<file path="src/rtl/aes_pkg.sv">
// Shared AES definitions: sizes, key-schedule FSM states, rcon helper and the S-box table.
// The S-box lives here so the key schedule and the round datapath share one table.
package aes_pkg;

    localparam int unsigned AES_NR    = 10;
    localparam int unsigned RK_W      = 128;
    localparam logic [7:0]  RCON_INIT = 8'h01;

    typedef enum logic [1:0] {
        StIdle,
        StExpand,
        StDone
    } ks_state_e;

    // GF(2^8) multiply by x, reduced by the AES polynomial
    function automatic logic [7:0] xtime(input logic [7:0] b);
        return {b[6:0], 1'b0} ^ (b[7] ? 8'h1b : 8'h00);
    endfunction

    // Entry 0x00 is the most significant byte
    localparam logic [2047:0] SBOX = {
        128'h637c777bf26b6fc53001672bfed7ab76,
        128'hca82c97dfa5947f0add4a2af9ca472c0,
        128'hb7fd9326363ff7cc34a5e5f171d83115,
        128'h04c723c31896059a071280e2eb27b275,
        128'h09832c1a1b6e5aa0523bd6b329e32f84,
        128'h53d100ed20fcb15b6acbbe394a4c58cf,
        128'hd0efaafb434d338545f9027f503c9fa8,
        128'h51a3408f929d38f5bcb6da2110fff3d2,
        128'hcd0c13ec5f974417c4a77e3d645d1973,
        128'h60814fdc222a908846eeb814de5e0bdb,
        128'he0323a0a4906245cc2d3ac629195e479,
        128'he7c8376d8dd54ea96c56f4ea657aae08,
        128'hba78252e1ca6b4c6e8dd741f4bbd8b8a,
        128'h703eb5664803f60e613557b986c11d9e,
        128'he1f8981169d98e949b1e87e9ce5528df,
        128'h8ca1890dbfe6426841992d0fb054bb16
    };

    function automatic logic [7:0] sbox(input logic [7:0] b);
        return SBOX[(255 - int'(b)) * 8 +: 8];
    endfunction

endpackage

</file>
<file path="src/rtl/key_sched_step.sv">
// One combinational AES-128 key-schedule step: previous round key plus rcon to next round key.
module key_sched_step
    import aes_pkg::*;
(
    input  logic [RK_W-1:0] prev_key,
    input  logic [7:0]      rcon,
    output logic [RK_W-1:0] next_key
);

    logic [31:0] rot_word;
    logic [31:0] t_word;
    logic [31:0] w0;
    logic [31:0] w1;
    logic [31:0] w2;
    logic [31:0] w3;

    assign rot_word = {prev_key[23:0], prev_key[31:24]};

    assign t_word = {sbox(rot_word[31:24]) ^ rcon,
                     sbox(rot_word[23:16]),
                     sbox(rot_word[15:8]),
                     sbox(rot_word[7:0])};

    assign w0 = prev_key[127:96] ^ t_word;
    assign w1 = prev_key[95:64]  ^ w0;
    assign w2 = prev_key[63:32]  ^ w1;
    assign w3 = prev_key[31:0]   ^ w2;

    assign next_key = {w0, w1, w2, w3};

endmodule

</file>
<file path="src/rtl/key_expander_seq.sv">
// Iterative AES-128 key schedule: accepts a cipher key and writes one round key per clock
// into an 11-entry register file, exposing a read port and the last two round keys.
module key_expander_seq
    import aes_pkg::*;
#(
    parameter int unsigned NUM_ROUNDS = AES_NR
) (
    input  logic            clk,
    input  logic            rst,
    input  logic [RK_W-1:0] key_in,
    input  logic            key_valid,
    output logic            key_ready,
    output logic            busy,
    output logic            done,
    output logic            keys_valid,
    input  logic [3:0]      rd_idx,
    output logic [RK_W-1:0] rd_key,
    output logic [RK_W-1:0] rk_last_a,
    output logic [RK_W-1:0] rk_last_b
);

    ks_state_e       state_q;
    logic [3:0]      step_q;
    logic [7:0]      rcon_q;
    logic            done_q;
    logic            keys_valid_q;
    logic [RK_W-1:0] rk_q [NUM_ROUNDS+1];

    logic [RK_W-1:0] prev_key;
    logic [RK_W-1:0] next_key;

    // step_q names the entry being written, so the source is the entry just below it
    always_comb begin
        prev_key = '0;
        for (int i = 0; i < NUM_ROUNDS; i++) begin
            if (step_q == 4'(i + 1)) prev_key = rk_q[i];
        end
    end

    key_sched_step u_step (
        .prev_key (prev_key),
        .rcon     (rcon_q),
        .next_key (next_key)
    );

    always_ff @(posedge clk or posedge rst) begin
        if (rst) begin
            state_q      <= StIdle;
            step_q       <= 4'd0;
            rcon_q       <= RCON_INIT;
            done_q       <= 1'b0;
            keys_valid_q <= 1'b0;
            for (int i = 0; i <= NUM_ROUNDS; i++) rk_q[i] <= '0;
        end else begin
            done_q <= 1'b0;
            case (state_q)
                StIdle, StDone: begin
                    if (key_valid) begin
                        rk_q[0]      <= key_in;
                        step_q       <= 4'd1;
                        rcon_q       <= RCON_INIT;
                        keys_valid_q <= 1'b0;
                        state_q      <= StExpand;
                    end
                end
                StExpand: begin
                    for (int i = 1; i <= NUM_ROUNDS; i++) begin
                        if (step_q == 4'(i)) rk_q[i] <= next_key;
                    end
                    rcon_q <= xtime(rcon_q);
                    if (step_q == 4'(NUM_ROUNDS)) begin
                        state_q      <= StDone;
                        step_q       <= 4'd0;
                        done_q       <= 1'b1;
                        keys_valid_q <= 1'b1;
                    end else begin
                        step_q <= step_q + 4'd1;
                    end
                end
                default: state_q <= StIdle;
            endcase
        end
    end

    assign key_ready  = (state_q != StExpand);
    assign busy       = (state_q == StExpand);
    assign done       = done_q;
    assign keys_valid = keys_valid_q;
    assign rk_last_a  = rk_q[NUM_ROUNDS-1];
    assign rk_last_b  = rk_q[NUM_ROUNDS];

    // Indices past the last round key read as zero
    always_comb begin
        rd_key = '0;
        for (int i = 0; i <= NUM_ROUNDS; i++) begin
            if (rd_idx == 4'(i)) rd_key = rk_q[i];
        end
    end

endmodule

</file>
<file path="config.mk">
export PLATFORM = sky130hd
export DESIGN_NAME = key_expander_seq
export DESIGN_NICKNAME = d
export VERILOG_FILES = /design/src/rtl/aes_pkg.sv /design/src/rtl/key_sched_step.sv /design/src/rtl/key_expander_seq.sv
export SDC_FILE = /design/constraint.sdc
export NUM_CORES = 2
export LEC_CHECK = 0
export CORE_MARGIN = 1
export CORE_UTILIZATION = 33
export DETAILED_ROUTE_END_ITERATION = 12
export SYNTH_ARGS = -nofsm -noshare
export SYNTH_HDL_FRONTEND = slang
export SYNTH_HIERARCHICAL = 1
export SYNTH_SLANG_ARGS = --single-unit
</file>
<file path="constraint.sdc">
create_clock -name clk -period 50.7 [get_ports clk]
set_input_delay 10.14 -clock clk [delete_from_list [all_inputs] [get_ports clk]]
set_output_delay 10.14 -clock clk [all_outputs]
set_load 0.01 [all_outputs]
</file>
## Yosys cells after proc, flatten, opt, wreduce, memory -nomap -nowiden

Index checks and enable logic that the tools add are counted.

- Add/subtract/negate cells: 5
- Eq/ne operators: 25
- Shifts and indexed selects: 4
- Mux-type cells: 35
- Bitwise operators: 6
- Reduce and logical (&&, ||, !) cells: 18

Operator list:

| operator | number |
|---|---|
| variable part select 2048 x 32 -> 8 bit (first input constant) | 4 |
| two-way mux 128 bit | 21 |
| bitwise XOR 32 bit | 4 |
| subtractor 8 x 8 -> 9 bit (first input constant) | 4 |
| == test 4 x 3 -> 1 bit (second input constant) | 8 |
| AND reduction 2 bit | 13 |
| == test 4 bit (second input constant) | 6 |
| == test 4 x 2 -> 1 bit (second input constant) | 4 |
| one-hot mux 8 bit (2 select lines) | 1 |
| == test 4 x 1 -> 1 bit (second input constant) | 2 |
| two-way mux 4 bit | 2 |
| two-way mux 8 bit | 1 |
| one-hot mux 4 bit (2 select lines) | 1 |
| bitwise XOR 8 x 5 -> 8 bit | 1 |
| bitwise XOR 8 bit | 1 |
| two-way mux 5 bit | 1 |
| adder 4 x 1 -> 4 bit (second input constant) | 1 |
| zero test 4 bit | 1 |
| two-way mux 1 bit | 4 |
| two-way mux 2 bit | 2 |
| inequality test 2 x 1 -> 1 bit (second input constant) | 2 |
| one-hot mux 2 bit (2 select lines) | 1 |
| AND reduction 3 bit | 1 |
| == test 2 x 1 -> 1 bit (second input constant) | 1 |
| other kinds (6) | 6 |

- Bits in registers: 1,424
- Input bits: 135
- Output and inout port bits: 388
- Logic and storage cells: 109

## Depth between registers and ports, before layout

- Depth after elaboration: 18
- Gate-level depth with buffers: 23
- Depth with buffers taken out: 15

## Modules after synthesis

The synthesis kept the hierarchy.

Modules (own cells, without submodules):

| module | instances | cells each | area each (um^2) | sequential area each (um^2) |
|---|---|---|---|---|
| key_expander_seq | 1 | 7,767 | 78,258.8 | 35,635.4 |
| key_sched_step | 1 | 2,353 | 16,233.1 | 0.0 |

## Worst setup path before layout

OpenSTA, ideal clock, no wires.

- Kind: in2out
- From: input port rd_idx[1]
- To: output port rd_key[122]
- Arrival time: 11,565 ps
- Required time: 40,560 ps
- Setup slack: 28,995 ps
- Stages on the path: 8
- Buffers on the path: 4
- Cells stage by stage: buf_2 > or3b_1 > clkbuf_1 > buf_2 > buf_2 > nor2_1 > o21ai_0 > a31oi_1

- Cells in the longest elaborated chain, start to end: 12
- Elaborated cells between the ends (all ways): 22
- Classes of those cells: eq/ne: 10; mux: 11; reduce/logical: 1

RTL lines:

| item | RTL line | source |
|---|---|---|
| start, declared | key_expander_seq.sv:16 | `input logic [3:0] rd_idx,` |
| zero test 4 bit | key_expander_seq.sv:96 | `if (rd_idx == 4'(i)) rd_key = rk_q[i];` |
| two-way mux 128 bit (10 in a row) | key_expander_seq.sv:96 |  |
| two-way mux 128 bit (*) | key_expander_seq.sv:96 |  |
| end, declared | key_expander_seq.sv:17 | `output logic [RK_W-1:0] rd_key,` |

Every way passes the cells marked *; elsewhere a longest branch is shown, timed or not.

## Worst setup path after layout

- From: input port rd_idx[1]
- To: output port rd_key[111]

Same word-level chain as after synthesis.

==> flow_metrics.tcl <==
set metrics [dict create \
    worst_setup_path_start_kind "input pin" \
    max_freq_ghz 0.0393 \
    die_area_um2 288000 \
    netlist_top_cells_area "dfrtp_1, mux2_2, o21ai_0" \
    cts_inserted_buffers 174 \
    status "finished, final reports clean" \
    grt_util_met2 0.459 \
    synth_compound_area_frac 0.187 \
    drt_drc_violations_left 0 \
    critPathRequiredTime_ns 40.56 \
    via_count 88700 \
    syn_to_final_growth_pct 12.7 \
    ant_nets 0 \
    synth-xor-area-share 0.0235 \
    wire_per_inst_um 34.6 \
    syn_area_um2 94500 \
    async_flop_share 1.00 \
    cts_root_buf "clkbuf_16" \
    place_area_um2 101000 \
    min_period_ns 25.47 \
    synth_cell_types 104 \
    final_common_cell "dfrtp_1" \
    synth-main-ff-cell "dfrtp_1" \
    final_cell_mix "dfrtp_1, mux2_2, nor2_1" \
    synth_seq_cells 1424 \
    start_util 0.332 \
    fin_skew_ns 0.0968 \
    synth-edff-count 0 \
    cts_tree "done" \
    hold_class "reg -> reg" \
    routed_wl_um 474000 \
    post_cts_buffers 0 \
    syn_area_per_cell_um2 9.34 \
    final_area_um2 106000 \
    rows 196 \
    cp_max_fo 53 \
    synth_nets 10300 \
    clk_pin_slew_ns 0.06 \
    post_cts_resize_count 0 \
    yosysSeqAreaShare 0.377 \
    grt_pass1_vias 85700 \
    setup_tns_ns 0 \
    setup_viol 0 \
    busiest_layer "met2" \
    path_class "in -> out" \
    hpwlAfterDp_um 307000 \
    cts_hold_buffers 0 \
    end_kind "output port" \
    synth_warnings 6 \
    slew_headroom 0.0316 \
    grt_pass1_wl_um 660000 \
    synthMuxAreaShare 0.219 \
    dr.pass1.iters 8 \
    synthAdderAreaFrac 0.00794 \
    rsz0062_at_grt "false" \
    hold_viol_final 0 \
    grt_use_met1 0.401 \
    viasPerCell 6.48 \
    die_w_um 537 \
    place_congestion 1.01 \
    slew_violations 0 \
    drv_cap 0 \
    synth_top_area_frac 0.377 \
    htreeDepth 4 \
    drt-initial-drc-count 13400 \
    antenna_found_initial 27 \
    design.core.area_um2 285000 \
    netlist_instances 10100 \
    grt_overflow 0 \
    num_io_pins 523 \
    grt_max_degree 185 \
    synth-simple-area-share 0.112 \
    io_buffers 522 \
    clk_latency_ns 0.90 \
    worst_pin_slew_ns 1.44 \
    yosys.area.top_type "dfrtp_1" \
    cts_buffer_depth 4 \
    cp.arrival_ns 15.33 \
    drive_above_1_share 0.211 \
    nets 9985 \
    met3_usage 0.102 \
    die_h_um 537 \
    grt_use_total 0.317 \
    synth_top_family_by_area "multiplexers" \
    period_share 0.502 \
    cts.sinks 1424 \
]
-- layout make-up --
cell class / count / area (um^2)
inverters: 59 / 229
multi-input cells: 7320 / 52600
diodes: 12 / 30.0
well taps: 3762 / 4710
clock inverters: 55 / 746
repair buffers: 811 / 7570
clock buffers: 242 / 4950
fillers: 28300 / 179000
flip-flops and latches: 1424 / 35600
-- synthesized netlist by cell type (66+ instances only) --
library cell and n:
a22oi_1 158, o21ai_0 871, o31a_1 73, buf_2 350, nor2b_1 95, nand2b_1 114, dfrtp_1 1423, xnor2_1 138
mux2i_1 402, nand3_1 102, buf_1 180, o221ai_1 73, a31oi_1 139, nor3_1 190, buf_4 308, o211ai_1 70
a211oi_1 156, clkbuf_1 449, nand2_1 852, o22ai_1 347, mux2_2 1305, a21oi_1 503, nor2_1 874, mux4_2 66
-- state kept, by name, summed over array words and instances (netlist names) --
name,cells
rcon_q,8
rk_last_a,128
rk_last_b,128
step_q,4
keys_valid,1
state_q,2
done,1
rk_q,1152
-- worst max-delay path, cell delays in order --
cell	delay (ns)
clkbuf_8	0.39
buf_4	0.76
nor2_1	0.49
nand2_4	0.55
buf_4	0.78
o22ai_1	0.16
o31a_1	0.29
a31oi_1	0.67
clkdlybuf4s50_1	0.70
-- layer usage --
metal	wire length (um)	up-vias
li1	-	35800
met1	180000	44600
met2	199000	6711
met3	58200	1545
met4	36300	18
met5	115	-
-- per-stage QoR --
step	utilization	hold WS (ns)	cells	worst slack [ns]
after floorplan	-	0.463	10100	0.404
after global placement	0.353	0.472	13400	25.65
after detailed placement	0.353	0.479	13400	25.62
after CTS	0.373	0.501	13700	25.62
after global routing	0.373	0.505	13700	25.43
final	0.374	0.496	13700	25.23
-- cell families after synthesis --
family	count (synthesis)
AOI/OAI and AO/OA	2805
muxes	1814
xor gates and xnor gates	221
adders and majority gates	60
buffers and inverters	1376
and+or+nand+nor	2420
DFF	1424
-- path summary, 6_finish.rpt --
| kind | to | depth (start not counted) | slack [ns] | from |
|---|---|---|---|---|
| min in group asynchronous | keys_valid | 2 | 9.78 | rst |
| worst max register to register | rk_q[901] | 19 | 41.47 | step_q[0] |
| max in group asynchronous | rk_q[530] | 6 | 36.79 | rst |
| worst min register to register | keys_valid | 2 | 0.50 | keys_valid |
| worst max-delay path | rd_key[111] | 9 | 25.23 | rd_idx[1] |
| worst min-delay path | keys_valid | 2 | 0.50 | keys_valid |
Power is left out: the tool's default activity adds up to more than one toggle a clock period on the data nets, which glitch-free logic cannot reach.
